===== src/rtl/buffer_sequencer.sv =====
// Fill/drain sequencer for the percent-slot buffer: drives slot index, write/read mode and fill level.
// Optional macro BUFFER_SEQUENCER_AUTOLOOP_EN: drain completion loops straight back into FILL.
module buffer_sequencer #(
    parameter int SLOTS       = 10,
    parameter int FILL_TICKS  = 50,
    parameter int DRAIN_TICKS = 25
) (
    input  logic       clock,
    input  logic       reset,
    input  logic       start,
    input  logic       drain_req,
    input  logic       abort,
    output logic [3:0] percent,
    output logic       emptyBuffer,
    output logic [3:0] fill_level,
    output logic       full,
    output logic       busy,
    output logic       done,
    output logic [1:0] state
);

    typedef enum logic [1:0] {
        ST_IDLE  = 2'd0,
        ST_FILL  = 2'd1,
        ST_FULL  = 2'd2,
        ST_DRAIN = 2'd3
    } state_t;

    localparam int MAX_TICKS = (FILL_TICKS > DRAIN_TICKS) ? FILL_TICKS : DRAIN_TICKS;
    localparam int CW        = (MAX_TICKS > 1) ? $clog2(MAX_TICKS) : 1;

    localparam logic [CW-1:0] FILL_LAST  = CW'(FILL_TICKS - 1);
    localparam logic [CW-1:0] DRAIN_LAST = CW'(DRAIN_TICKS - 1);
    localparam logic [3:0]    LAST_SLOT  = 4'(SLOTS - 1);
    localparam logic [3:0]    SLOT_COUNT = 4'(SLOTS);

    state_t        state_r;
    logic [3:0]    percent_r;
    logic          empty_r;
    logic [3:0]    level_r;
    logic          full_r;
    logic          busy_r;
    logic          done_r;
    logic [CW-1:0] cnt_r;

    logic fill_tc_s;
    logic drain_tc_s;
    logic last_slot_s;

    assign fill_tc_s   = (cnt_r == FILL_LAST);
    assign drain_tc_s  = (cnt_r == DRAIN_LAST);
    assign last_slot_s = (percent_r == LAST_SLOT);

    // Sequencer FSM; every output is a register updated here
    always_ff @(posedge clock or negedge reset) begin
        if (!reset) begin
            state_r   <= ST_IDLE;
            percent_r <= 4'd0;
            empty_r   <= 1'b1;
            level_r   <= 4'd0;
            full_r    <= 1'b0;
            busy_r    <= 1'b0;
            done_r    <= 1'b0;
            cnt_r     <= {CW{1'b0}};
        end else begin
            done_r <= 1'b0;
            if (abort && (state_r != ST_IDLE)) begin
                state_r   <= ST_IDLE;
                percent_r <= 4'd0;
                empty_r   <= 1'b1;
                level_r   <= 4'd0;
                full_r    <= 1'b0;
                busy_r    <= 1'b0;
                cnt_r     <= {CW{1'b0}};
            end else begin
                case (state_r)
                    ST_IDLE: begin
                        cnt_r <= {CW{1'b0}};
                        if (start && !abort) begin
                            state_r   <= ST_FILL;
                            percent_r <= 4'd0;
                            empty_r   <= 1'b0;
                            busy_r    <= 1'b1;
                        end else begin
                            state_r <= ST_IDLE;
                        end
                    end
                    ST_FILL: begin
                        if (fill_tc_s) begin
                            cnt_r <= {CW{1'b0}};
                            if (last_slot_s) begin
                                state_r   <= ST_FULL;
                                percent_r <= 4'd0;
                                empty_r   <= 1'b1;
                                level_r   <= SLOT_COUNT;
                                full_r    <= 1'b1;
                                busy_r    <= 1'b0;
                            end else begin
                                percent_r <= percent_r + 4'd1;
                                level_r   <= level_r + 4'd1;
                            end
                        end else begin
                            cnt_r <= cnt_r + {{(CW-1){1'b0}}, 1'b1};
                        end
                    end
                    ST_FULL: begin
                        cnt_r <= {CW{1'b0}};
                        if (drain_req) begin
                            state_r <= ST_DRAIN;
                            full_r  <= 1'b0;
                            busy_r  <= 1'b1;
                        end else begin
                            state_r <= ST_FULL;
                        end
                    end
                    ST_DRAIN: begin
                        if (drain_tc_s) begin
                            cnt_r <= {CW{1'b0}};
                            if (last_slot_s) begin
                                percent_r <= 4'd0;
                                level_r   <= 4'd0;
                                done_r    <= 1'b1;
`ifdef BUFFER_SEQUENCER_AUTOLOOP_EN
                                state_r   <= ST_FILL;
                                empty_r   <= 1'b0;
`else
                                state_r   <= ST_IDLE;
                                busy_r    <= 1'b0;
`endif
                            end else begin
                                percent_r <= percent_r + 4'd1;
                                level_r   <= level_r - 4'd1;
                            end
                        end else begin
                            cnt_r <= cnt_r + {{(CW-1){1'b0}}, 1'b1};
                        end
                    end
                    default: begin
                        state_r   <= ST_IDLE;
                        percent_r <= 4'd0;
                        empty_r   <= 1'b1;
                        level_r   <= 4'd0;
                        full_r    <= 1'b0;
                        busy_r    <= 1'b0;
                        cnt_r     <= {CW{1'b0}};
                    end
                endcase
            end
        end
    end

    assign state       = state_r;
    assign percent     = percent_r;
    assign emptyBuffer = empty_r;
    assign fill_level  = level_r;
    assign full        = full_r;
    assign busy        = busy_r;
    assign done        = done_r;

endmodule

===== config.mk =====
export PLATFORM = sky130hd
export DESIGN_NAME = buffer_sequencer
export DESIGN_NICKNAME = d
export VERILOG_FILES = /design/src/rtl/buffer_sequencer.sv
export SDC_FILE = /design/constraint.sdc
export NUM_CORES = 1
export LEC_CHECK = 0
export ABC_AREA = 1
export BUFFER_PORTS_ARGS = -buffer_cell sky130_fd_sc_hd__buf_4
export CAP_MARGIN = 20
export CORE_UTILIZATION = 54
export DETAILED_ROUTE_END_ITERATION = 10
export PLACE_DENSITY = 0.76
export SYNTH_ARGS = -nofsm -noshare
export SYNTH_HDL_FRONTEND = slang
export SYNTH_SLANG_ARGS = --single-unit

===== constraint.sdc =====
create_clock -name clock -period 2.15 [get_ports clock]
set_input_delay 0 -clock clock [delete_from_list [all_inputs] [get_ports clock]]
set_output_delay 0 -clock clock [all_outputs]
set_load 0.01 [all_outputs]

# After elaboration in Yosys (flattened, before gate mapping)
# Index checks and enable logic that the tools add are counted.
# totals
in_bits,5
register_bits,20
out_inout_bits,14
# op_classes
eq_ne,12
mux,43
addsub,4
reduce_logical,16
# ops
cell,count
$mux 4,10
$reduce_and 4->1,5
$mux 1,18
$mux 6,3
$ne 3x3->1 const B,6
$pmux 6 s3,1
$pmux 4 s3,1
$mux 2,5
$reduce_bool 3->1,3
$add 4x1->4 const B,2
$pmux 2 s4,1
$pmux 4 s2,1
$add 6x1->6 const B,1
$eq 6x5->1 const B,1
$eq 6x6->1 const B,1
$eq 2x2->1 const B,2
$eq 4x4->1 const B,1
$pmux 1 s2,2
$pmux 1 s4,1
$reduce_bool 4->1,1
$sub 4x1->4 const B,1
$reduce_and 3->1,1
$eq 2x1->1 const B,1
$logic_and 1x1->1,2
other kinds (4),4

# Longest topological paths before layout
# Gate-level depths: netlist (run 1).
# depth
word_depth,5
depth_mapped,10
mapped_depth_nobuf,10

# Worst setup path after synthesis (run 1)
# No wires, ideal clock.
# synth_timing
path_kind,register to register
start,register state_r[0] (netlist: state[0])
end,register percent_r[2] (netlist: percent[2])
t_required_ns,2.024
stages_incl_launch_ff,9
n_path_buf,0
arrival_time_ns,1.420
setup_slack_ns,0.604
path_cell_list,dfrtp_1 -> inv_1 -> ha_1 -> nor2_8 -> nor2_2 -> nand2_4 -> nand2_4 -> nor2_4 -> o21ai_0
# synth_between
elab_chain_len,4
word_cells_on_any_way,12
# synth_rtl
element,line_no,source
"start, declared",37,state_t state_r;
"start signal, assigned",57,state_r <= ST_IDLE;
"start signal, assigned",68,state_r <= ST_IDLE;
"start signal, assigned",80,state_r <= ST_FILL;
$reduce_bool 2->1,67,if (abort && (state_r != ST_IDLE)) begin
$logic_and 1x1->1,67,
$ne 3x3->1 (no source line) / $reduce_bool 4->1 (equally long branches),-,
$reduce_and 4->1 (no source line),-,
"end signal, assigned",99,percent_r <= percent_r + 4'd1;
"end signal, assigned",131,percent_r <= percent_r + 4'd1;
"end, declared",38,logic [3:0] percent_r;
# Several ways; a longest one is shown, not always the timed one.
# A chain may end at the register's enable or synchronous reset.

# Final worst setup path (run 1)
# layout_timing
start,register state_r[0] (netlist: state[0])
end,register state_r[0] (netlist: state[0])
# layout_between
elab_chain_len,4
word_cells_on_any_way,13
# layout_rtl
element,line_no
$reduce_bool 2->1,67
$logic_and 1x1->1,67
$ne 3x3->1 (no source line),-
$reduce_and 4->1 (no source line),-
# Several ways; a longest one is shown, not always the timed one.

==> qor.txt, run 1 <==
PLACEMENT
------------------------------------------------------------------------------
Number of I/O port buffers                                                  18
Placed inst area                                                      1569 um2
Last weighted congestion value of the routability-driven placer         0.8680
DPL Wire Length                                                       2.258 mm

WORST SETUP PATH
------------------------------------------------------------------------------
CP Max Fanout                                                                5
Worst setup endpoint                                              state[0]$_DFFE_PN0P_
Number of buffers and inverters on the critical path                         3
Count of cell instances traversed by the critical path                       9
R2r startpoint                                                    state[0]$_DFFE_PN0P_
Worst setup slack for register-to-register paths                        410 ps
Kind of end point of the critical path                                    flop
Destination of the worst register-to-register timing path         state[0]$_DFFE_PN0P_
Classification of the worst setup path                            flop to flop
Worst-path cell with the longest stage delay                           dfrtp_1
Slowest Stage Delay on Critical Path                                    450 ps
Data arrival time of the critical path                                 1940 ps
Ordered list of cells on the worst path                           inv_1 > ha_1 > inv_1 > nand2_1 > nand3_2 > inv_2 > nor2_4 > nand2_1 > o21ai_1
Required time reported for the critical path endpoint                  2350 ps
Launch point of the critical path                                 state[0]$_DFFE_PN0P_
Count of cells along the worst register-to-register path                     9
Startpoint Class                                                          flop
Top delay family on crit path                                       flip-flops

ROUTING
------------------------------------------------------------------------------
Count of unresolved DRC violations after routing                             0
Wirelength, routed                                                    2.914 mm
Wire length per cell after detailed routing                           12.24 um
Drt pass-1 iters                                                             4
Via-per-instance ratio                                                   5.332
Count of antenna-violating nets left after detailed routing                  0
Violation count after the first detailed-route iteration                    33
Total number of vias                                                      1269

FLOORPLAN
------------------------------------------------------------------------------
Placeable core region                                                 2455 um2
Number of cell rows                                                         18
Die footprint                                                         2793 um2
Starting Density                                                        0.5688
Total I/O pin count                                                         19
Die height                                                            52.85 um
Die width                                                             52.85 um

TIMING
------------------------------------------------------------------------------
Worst Hold Margin                                                     77.50 ps
Fmax                                                                 573.3 MHz
Accumulated negative setup slack                                          0 ps
Final Max Slew Viols                                                         0
Final period util                                                       0.8113
Final critical path time including I/O delays and setup                1744 ps
Maximum clock skew at final layout                                    5.465 ps
Worst-margin pin slew                                                 309.1 ps
Worst slew margin relative to its limit                                 0.7933
Final setup viols                                                            0
RSZ-0062 raised after global routing                                        no
Final Hold Viols                                                             0

SYNTH
------------------------------------------------------------------------------
Gate count after technology mapping                                        185
Number of unique standard cell types used by synthesis                      23
Synth Net Count                                                            202
Count of yosys warnings during synthesis                                     0
Flip-flop and latch count after synthesis                                   20
Share of synthesized area occupied by flip-flops and latches            0.3593
Mapped Avg Cell Area                                                 7.548 um2
Cell area after technology mapping                                    1396 um2

POWER AND IR DROP
------------------------------------------------------------------------------
Total power per unit cell area                                     1099 nW/um2
Static Leakage                                                       0.8488 nW
VDD IR-drop max                                                      0.7075 mV

GLOBAL ROUTING
------------------------------------------------------------------------------
Maximum number of pins on one net before global-route repair                21
GRT overflow                                                                 0
Overall Global Routing Usage                                            0.2273
Wire length of the first global-routing pass                          4.705 mm
Initial antenna violation count                                              0
Number of global-route vias before repair                                 1145

WORST HOLD PATH
------------------------------------------------------------------------------
Hold crit path type                                               input port to flop

FINISH
------------------------------------------------------------------------------
Filler Cells Inserted                                                      216
Reg area                                                             501.7 um2
Number of inserted diodes                                                    0
Post-route cell area                                                  1615 um2
Top library cells by usage in the layout, fill and taps aside     nand2_1, inv_1, nor2_1
Layout cell share with drive strength beyond 1                          0.1923
Area growth from synthesis to layout                                    15.68%
Utilization of the core after routing                                   0.6580
Total area of multi-input combinational cells                        789.5 um2
Post-layout net count                                                      226
Commonest non-fill, non-tap cell in the layout                         nand2_1

CTS
------------------------------------------------------------------------------
Number of buffers between clock root and the deepest sink                    2
Later-pin clock latency in the skew report                              310 ps
CTS tree                                                                   yes
# Post-CTS Setup Buffers                                                     0
Number of buffers created by CTS                                             3
Clock sink count                                                            20
Clock slew at reported path FFs                                         110 ps
H-tree Lvls                                                                  1
Clock root buffer                                                     clkbuf_4

FLOW RUN
------------------------------------------------------------------------------
Number of max-cap violations                                                 0

RUN STATUS
------------------------------------------------------------------------------
Run status                                                           completed

-- cells by family after synthesis --
group | after synthesis | share of synthesized area
adders and majority gates | 12 | 0.1075
and+or+nand+nor | 102 | 0.3539
AOI/OAI and AO/OA | 17 | 0.06630
xor gates and xnor gates | 6 | 0.03763
buffers and inverters | 28 | 0.07527
DFF | 20 | 0.3593
-- how the worst min path moves through the flow --
stage	start	end	slack, ps	cells past startpoint
finish	abort	emptyBuffer$_DFFE_PN1P_	80	3
global route	drain_req	state[0]$_DFFE_PN0P_	110	5
CTS	abort	emptyBuffer$_DFFE_PN1P_	70	3
detailed placement	reset	cnt_r[2]$_DFF_PN0_	-100	1
global placement	reset	cnt_r[2]$_DFF_PN0_	-100	1
floorplan	reset	busy$_DFFE_PN0P_	-300	0
-- power by group --
group,leakage [nW],internal [mW],switching (mW),total (mW)
Clock,0.0210,0.103,0.123,0.227
Sequential,0.265,0.474,0.107,0.581
Combinational,0.563,0.384,0.585,0.969
Total,0.849,0.961,0.815,1.78
-- area by class of cell --
class,instances,share of cell area
Tap cell,30,0.02324
Multi-Input combinational cell,137,0.4888
Inverter,28,0.06507
Sequential cell,20,0.3106
Timing Repair Buffer,19,0.08985
Clock buffer,4,0.02246
-- routing by layer --
metal,vias up,wire [um],track usage,share of wire
li1,635,-,-,-
met1,602,1284,0.2794,0.44
met2,28,1515,0.3987,0.52
met3,4,88,0.02874,0.030
met4,0,26,0.08772,0.0089
met5,-,0,0,0
-- stage by stage --
stage               power [mW]  worst slack [ps]  cells
finish                   1.776             405.6    238
global route             1.934             269.2    238
CTS                      1.785             405.1    238
detailed placement       1.553             428.1    233
global placement         1.529             474.7    233
floorplan                1.265             603.6    185
-- tightest hold or removal path: stages --
cell and delay (ps):
buf_4 110, o21ai_0 100, o21ai_1 140
-- sequential cells by signal, summed over array words and instances, names as in the netlist --
register	flops
busy	1
cnt_r	6
done	1
emptyBuffer	1
fill_level	4
full	1
percent	4
state	2
-- synthesized netlist by cell type --
master    count  share of area
nand3b_1      1         0.0054
dfrtp_1      19           0.34
inv_2         5          0.013
o21ai_0       7          0.025
nor2_4        2          0.016
nand4_1       5          0.022
nand2_4       3          0.024
nor2_2        2         0.0090
dfstp_2       1          0.019
ha_1         12           0.11
o21ai_1       7          0.025
nand3_2       2          0.014
xnor2_1       1         0.0063
nor3_1        1         0.0036
nor4_1        1         0.0045
nor2_1       22          0.059
nand2_1      46           0.12
nand3_1      16          0.057
o21ai_2       2          0.013
a21oi_1       1         0.0036
inv_1        23          0.062
xor2_1        5          0.031
nor2_8        1          0.014
-- timing repair --
| item | CTS | global route |
|---|---|---|
| hold buffers | 1 | 0 |
| hold endpoints to repair | 20 | 0 |
| gates resized for setup | 0 | 0 |
(Power assumes the default switching activity.)
==> inputs of run 2 (changes only) <==
--- a/config.mk
+++ b/config.mk
@@ -5,12 +5,12 @@
 export SDC_FILE = /design/constraint.sdc
 export NUM_CORES = 1
 export LEC_CHECK = 0
-export ABC_AREA = 1
+export ABC_AREA = 0
 export BUFFER_PORTS_ARGS = -buffer_cell sky130_fd_sc_hd__buf_4
 export CAP_MARGIN = 20
 export CORE_UTILIZATION = 54
 export DETAILED_ROUTE_END_ITERATION = 10
-export PLACE_DENSITY = 0.76
+export PLACE_DENSITY = 0.75
 export SYNTH_ARGS = -nofsm -noshare
 export SYNTH_HDL_FRONTEND = slang
 export SYNTH_SLANG_ARGS = --single-unit
==> constraint.sdc (replaced) <==
create_clock -name clock -period 1.7 [get_ports clock]
set_input_delay 0 -clock clock [delete_from_list [all_inputs] [get_ports clock]]
set_output_delay 0 -clock clock [all_outputs]
set_load 0.01 [all_outputs]
==> qor.txt, run 2 <==
RUN STATUS
------------------------------------------------------------------------------
Run status                                                        finished with violations
Failing checks                                                    negative setup slack

ROUTING
------------------------------------------------------------------------------
Wire length per cell after detailed routing                           15.55 um
Count of antenna-violating nets left after detailed routing                  0
Violation count after the first detailed-route iteration                    34
Total number of vias                                                      1372
Via-per-instance ratio                                                   5.939
Drt pass-1 iters                                                             4
Count of unresolved DRC violations after routing                             0
Wirelength, routed                                                    3.593 mm

WORST SETUP PATH
------------------------------------------------------------------------------
Count of cells along the worst register-to-register path                     6
R2r startpoint                                                    state[1]$_DFFE_PN0P_
Slowest Stage Delay on Critical Path                                    450 ps
Classification of the worst setup path                            flop to flop
Ordered list of cells on the worst path                           buf_4 > ha_1 > nor2b_2 > a21oi_1 > o21ai_1 > a221o_1
Count of cell instances traversed by the critical path                       6
Kind of end point of the critical path                                    flop
Worst-path cell with the longest stage delay                           dfrtp_2
Number of buffers and inverters on the critical path                         1
Startpoint Class                                                          flop
Worst setup slack for register-to-register paths                         -8 ps
Destination of the worst register-to-register timing path         full$_DFFE_PN0P_
Top delay family on crit path                                     compound AO/OA/AOI/OAI gates
CP Max Fanout                                                                5
Required time reported for the critical path endpoint                  1900 ps
Data arrival time of the critical path                                 1910 ps

FINISH
------------------------------------------------------------------------------
Number of inserted diodes                                                    0
Largest register by flop count                                           cnt_r
Layout cell share with drive strength beyond 1                          0.4428
Largest register FFs                                                         6
Commonest non-fill, non-tap cell in the layout                           buf_4
Area growth from synthesis to layout                                    39.36%
Post-layout net count                                                      219
Top library cells by usage in the layout, fill and taps aside     buf_4, dfrtp_1, nor2_1
Utilization of the core after routing                                   0.8150

TIMING
------------------------------------------------------------------------------
Final critical path time including I/O delays and setup                1708 ps
Accumulated negative setup slack                                     -12.12 ps
RSZ-0062 raised after global routing                                       yes
Setup ws final                                                       -7.666 ps
Worst-margin pin slew                                                 454.7 ps
Final period util                                                        1.005
Worst slew margin relative to its limit                                 0.6969
Fmax                                                                 585.6 MHz
Final setup viols                                                            2
Final Hold Viols                                                             0
Final Max Slew Viols                                                         0
Maximum clock skew at final layout                                    3.574 ps

POWER AND IR DROP
------------------------------------------------------------------------------
Power share of the clock group                                           0.142
Power share of the combinational group                                   0.598
Static Leakage                                                       0.8986 nW
Total power per unit cell area                                     1352 nW/um2
NetSw                                                                 1.092 mW
Cell internal power dissipation                                       1.686 mW
VDD IR-drop max                                                       1.429 mV
Power share of the sequential group                                      0.260
Switching share of total power                                          0.3931

SYNTH
------------------------------------------------------------------------------
Biggest area consumer among synthesized cells                          dfrtp_1
Flip-flop and latch count after synthesis                                   20
Synth Net Count                                                            173
Gate count after technology mapping                                        156
Top-area cell type share of the netlist area                            0.3223
Top cells by count, synth                                         dfrtp_1, nor2_1, ha_1
Leading cell types by total area after synthesis                  dfrtp_1, ha_1, nor2_1
Post-synth top flop                                                    dfrtp_1
Most common cell in the synthesized netlist                            dfrtp_1
Number of unique standard cell types used by synthesis                      50
Post-synth EDFFs                                                             0
Mapped Avg Cell Area                                                 9.456 um2
Share of synthesized area occupied by flip-flops and latches            0.3401
Asr flop ratio synth                                                     1.000
Count of yosys warnings during synthesis                                     0
Cell area after technology mapping                                    1475 um2

CTS
------------------------------------------------------------------------------
Clock root buffer                                                     clkbuf_4
Later-pin clock latency in the skew report                              310 ps
CTS tree                                                                   yes
Number of buffers created by CTS                                             3
Number of buffers between clock root and the deepest sink                    2
Clock sink count                                                            20
H-tree Lvls                                                                  1
Clock slew at reported path FFs                                         120 ps

GLOBAL ROUTING
------------------------------------------------------------------------------
Overall Global Routing Usage                                            0.2679
Number of global-route vias before repair                                 1316
Wire length of the first global-routing pass                          5.713 mm
GRT overflow                                                                 0
Maximum number of pins on one net before global-route repair                21
Initial antenna violation count                                              0

FLOORPLAN
------------------------------------------------------------------------------
Placeable core region                                                 2522 um2
Starting Density                                                        0.5848
Total I/O pin count                                                         19
Die width                                                             54.27 um
Number of cell rows                                                         18
Die height                                                            54.27 um
Die footprint                                                         2945 um2

PLACEMENT
------------------------------------------------------------------------------
Last weighted congestion value of the routability-driven placer         0.8680
DPL Wire Length                                                       2.545 mm
Number of I/O port buffers                                                  18
Post-Place Setup Slack                                               -13.86 ps

FLOW RUN
------------------------------------------------------------------------------
Number of max-cap violations                                                 0

WORST HOLD PATH
------------------------------------------------------------------------------
Hold crit path type                                               input port to async pin

==> run 2: worst register-to-register path: cells and delay by family (launching register included) <==
family	cells	cell delay (ps)
buffers and inverters	1	160
and+or+nand+nor	1	180
DFF	1	450
adders and majority gates	1	200
AOI/OAI and AO/OA	3	610
==> run 2: layout make-up <==
type | count | area, um2
Clock buffer | 3 | 22.52
Clock inverter | 1 | 30.03
Fill cell | 153 | 466.7
Inverter | 11 | 43.79
Multi-Input combinational cell | 120 | 1065
Sequential cell | 20 | 505.5
Tap cell | 30 | 37.54
Timing Repair Buffer | 46 | 351.6
==> run 2: cells by family (layout without fill, tap and decap cells) <==
logic type,count (synthesis),in the layout,share of synthesized area
adder cells (fa/ha/maj),12,12,0.1018
buffers and inverters,16,61,0.04495
multiplexers,7,7,0.05513
AND/OR/NAND/NOR,58,58,0.2324
AO/OA/AOI/OAI,39,39,0.2019
flip-flops,20,20,0.3401
XOR/XNOR,4,4,0.02375
==> run 2: power by group through the flow <==
stage | registers [mW] | logic (mW) | clock network (mW)
3_5_place_dp | 0.722 | 1.42 | 0
4_1_cts | 0.712 | 1.54 | 0.405
6_report | 0.722 | 1.66 | 0.396
5_1_grt | 0.742 | 1.80 | 0.430
2_1_floorplan | 0.763 | 0.831 | 0
3_3_place_gp | 0.709 | 1.37 | 0
==> run 2: timing repair <==
item / CTS / global route
hold buffers: 1 / 0
gates resized for setup: 7 / 21
endpoints found under the setup margin: 3 / 12
buffers inserted: 5 / 1
pin swaps: 5 / 2
hold endpoints to repair: 20 / 0
cloned: 0 / 0
==> run 2: how the worst max path moves through the flow <==
stage                                start                     end  slack (ps)
detailed placement      cnt_r[0]$_DFF_PN0_        busy$_DFFE_PN0P_         -10
finish                state[1]$_DFFE_PN0P_        full$_DFFE_PN0P_          -8
global route        percent[0]$_DFFE_PN0P_    state[0]$_DFFE_PN0P_         -50
CTS                     cnt_r[0]$_DFF_PN0_        busy$_DFFE_PN0P_          -2
floorplan             state[1]$_DFFE_PN0P_  percent[1]$_DFFE_PN0P_         -10
global placement    percent[1]$_DFFE_PN0P_        busy$_DFFE_PN0P_          20
==> run 2: metrics by stage <==
step | area [um2] | hold WS [ps] | std cells | total power, mW
3_5_place_dp | 1814 | -105.2 | 220 | 2.141
2_1_floorplan | 1514 | -295.6 | 156 | 1.594
4_1_cts | 1964 | 86.66 | 230 | 2.658
6_report | 2056 | 84.55 | 231 | 2.778
5_1_grt | 2056 | 116.3 | 231 | 2.974
3_3_place_gp | 1814 | -110.0 | 220 | 2.080
==> run 2: layer usage <==
| layer | share of wire | global-route usage | vias to the layer above |
|---|---|---|---|
| li1 | - | - | 661 |
| met1 | 0.43 | 0.3242 | 663 |
| met2 | 0.52 | 0.4675 | 44 |
| met3 | 0.046 | 0.05000 | 4 |
| met4 | 0.0075 | 0.09829 | 0 |
| met5 | 0 | 0 | - |
==> inputs of run 3 (changes only) <==
--- a/config.mk
+++ b/config.mk
@@ -6,11 +6,11 @@
 export NUM_CORES = 1
 export LEC_CHECK = 0
 export ABC_AREA = 0
-export BUFFER_PORTS_ARGS = -buffer_cell sky130_fd_sc_hd__buf_4
 export CAP_MARGIN = 20
 export CORE_UTILIZATION = 54
 export DETAILED_ROUTE_END_ITERATION = 10
-export PLACE_DENSITY = 0.75
+export DONT_BUFFER_PORTS = 1
+export PLACE_DENSITY = 0.69
 export SYNTH_ARGS = -nofsm -noshare
 export SYNTH_HDL_FRONTEND = slang
 export SYNTH_SLANG_ARGS = --single-unit
==> qor.txt, run 3 (synthesis results as in run 2) <==
RUN STATUS
------------------------------------------------------------------------------
Run status                                                        finished with violations
Failing checks                                                    negative setup slack

WORST SETUP PATH
------------------------------------------------------------------------------
Slowest Stage Delay on Critical Path                                    450 ps
Required time reported for the critical path endpoint                  1920 ps
R2r startpoint                                                    percent[0]$_DFFE_PN0P_
Worst-path cell with the longest stage delay                           dfrtp_2
Top delay family on crit path                                     simple AND/OR/NAND/NOR gates
Kind of end point of the critical path                                    flop
CP Max Fanout                                                                6
Launch point of the critical path                                 percent[0]$_DFFE_PN0P_
Classification of the worst setup path                            flop to flop
Startpoint Class                                                          flop
Ordered list of cells on the worst path                           ha_4 > and3b_2 > and3_4 > o22ai_4 > mux2_4
Number of buffers and inverters on the critical path                         0
Data arrival time of the critical path                                 1940 ps

FINISH
------------------------------------------------------------------------------
Number of standard cells in the layout, taps in and fillers out            209
Area growth from synthesis to layout                                    25.95%
Top library cells by usage in the layout, fill and taps aside     buf_4, dfrtp_1, nor2_1
Number of inserted diodes                                                    0
Largest register by flop count                                           cnt_r
Largest register FFs                                                         6
Layout cell share with drive strength beyond 1                          0.3575
Commonest non-fill, non-tap cell in the layout                           buf_4
Post-layout net count                                                      197

TIMING
------------------------------------------------------------------------------
Worst slew margin relative to its limit                                 0.3937
Setup ws final                                                       -17.54 ps
RSZ-0062 raised after global routing                                       yes
Final critical path time including I/O delays and setup                1718 ps
Worst-margin pin slew                                                 906.5 ps
Final period util                                                        1.010
Worst Hold Margin                                                     3.316 ps
Accumulated negative setup slack                                     -17.54 ps
Final setup viols                                                            1
Final Hold Viols                                                             0
Maximum clock skew at final layout                                    8.362 ps
Fmax                                                                 582.2 MHz
Final Max Slew Viols                                                         0

POWER AND IR DROP
------------------------------------------------------------------------------
Power share of the combinational group                                   0.552
VDD IR-drop max                                                       1.369 mV
Static Leakage                                                       0.7805 nW
Power share of the clock group                                           0.157
Cell internal power dissipation                                       1.536 mW
NetSw                                                                 1.030 mW
Power share of the sequential group                                      0.291
Total power per unit cell area                                     1381 nW/um2
Switching share of total power                                          0.4015

ROUTING
------------------------------------------------------------------------------
Drt pass-1 iters                                                             4
Total number of vias                                                      1283
Wire length per cell after detailed routing                           16.50 um
Violation count after the first detailed-route iteration                    19
Count of antenna-violating nets left after detailed routing                  0
Via-per-instance ratio                                                   6.139
Wirelength, routed                                                    3.449 mm
Count of unresolved DRC violations after routing                             0

CTS
------------------------------------------------------------------------------
H-tree Lvls                                                                  1
Later-pin clock latency in the skew report                              320 ps
Clock sink count                                                            20
CTS tree                                                                   yes
Number of buffers created by CTS                                             3
Clock root buffer                                                     clkbuf_4
Number of buffers between clock root and the deepest sink                    2
Clock slew at reported path FFs                                         130 ps

GLOBAL ROUTING
------------------------------------------------------------------------------
Most heavily used metal layer in global routing                           met2
Number of global-route vias before repair                                 1199
Initial antenna violation count                                              0
Met2 Resource Use GR                                                    0.4289
Maximum number of pins on one net before global-route repair                21
Overall Global Routing Usage                                            0.2512
Met1 capacity usage during global routing                               0.3041
Global routing met3 resource utilization                               0.03333
GRT overflow                                                                 0
Wire length of the first global-routing pass                          5.154 mm

FLOORPLAN
------------------------------------------------------------------------------
Total I/O pin count                                                         19
Placeable core region                                                 2522 um2
Number of cell rows                                                         18
Die width                                                             54.27 um
Die height                                                            54.27 um
Die footprint                                                         2945 um2
Starting Density                                                        0.5848

FLOW RUN
------------------------------------------------------------------------------
Number of max-cap violations                                                 0

PLACEMENT
------------------------------------------------------------------------------
Number of I/O port buffers                                                   0
Last weighted congestion value of the routability-driven placer         0.8171
# placed instances                                                         199
Post-Place Setup Slack                                               -22.13 ps
DPL Wire Length                                                       2.460 mm

WORST HOLD PATH
------------------------------------------------------------------------------
Hold crit path type                                               input port to flop
Worst hold path startpoint                                               start

## run 3: cell count changes in the layout (fill, tap and decap cells not counted), sizes merged
cell	change
buf	-23
dlygate4sd3	+1
## run 3: worst min-delay path, delay by kind of cell
family             cells  cell delay [ps]
AOI/OAI and AO/OA      1              120
muxes                  1              150
and+or+nand+nor        1               40
## run 3: layer usage
layer | vias to the layer above | share of wire | routed length (um)
met3 | 7 | 0.027 | 92
met2 | 28 | 0.50 | 1714
met1 | 630 | 0.45 | 1561
li1 | 618 | - | -
met5 | - | 0 | 0
met4 | 0 | 0.023 | 80
## run 3: area by class of cell
cell class | count | area (um2)
clock inverter | 1 | 30.03
multi-input combinational | 120 | 1033
inverter | 11 | 43.79
timing repair buffer | 24 | 185.2
sequential | 20 | 505.5
fill | 188 | 664.4
tap | 30 | 37.54
clock buffer | 3 | 22.52
## run 3: power groups by stage
stage	Clock, mW	Sequential, mW	Combinational, mW
floorplan	0	0.763	0.831
global placement	0	0.734	1.18
detailed placement	0	0.740	1.23
CTS	0.414	0.734	1.30
global route	0.429	0.764	1.55
finish	0.404	0.746	1.42
## run 3: final timing paths
| path | to | slack, ps | cells after the start |
|---|---|---|---|
| setup reg to reg | state[0]$_DFFE_PN0P_ | -20 | 5 |
| max in group asynchronous | state[1]$_DFFE_PN0P_ | 850 | 1 |
| hold / removal | state[0]$_DFFE_PN0P_ | 3 | 3 |
| min in group asynchronous | percent[2]$_DFFE_PN0P_ | 240 | 1 |
| hold reg to reg | cnt_r[0]$_DFF_PN0_ | 490 | 1 |
| setup / recovery | state[0]$_DFFE_PN0P_ | -20 | 5 |
## run 3: timing repair
item | CTS | global route
hold buffers | 2 | 0
endpoints found under the setup margin | 5 | 14
gates resized for setup | 5 | 17
buffers inserted | 2 | 2
hold endpoints to repair | 23 | 0
pin swaps | 3 | 5
## run 3: metrics by stage
stage,power [mW],cell area (um2),util
6_report,2.566,1858,0.7366
5_1_grt,2.742,1858,0.7366
4_1_cts,2.450,1773,0.7029
3_5_place_dp,1.965,1657,0.6567
3_3_place_gp,1.913,1657,0.6567
2_1_floorplan,1.594,1514,-
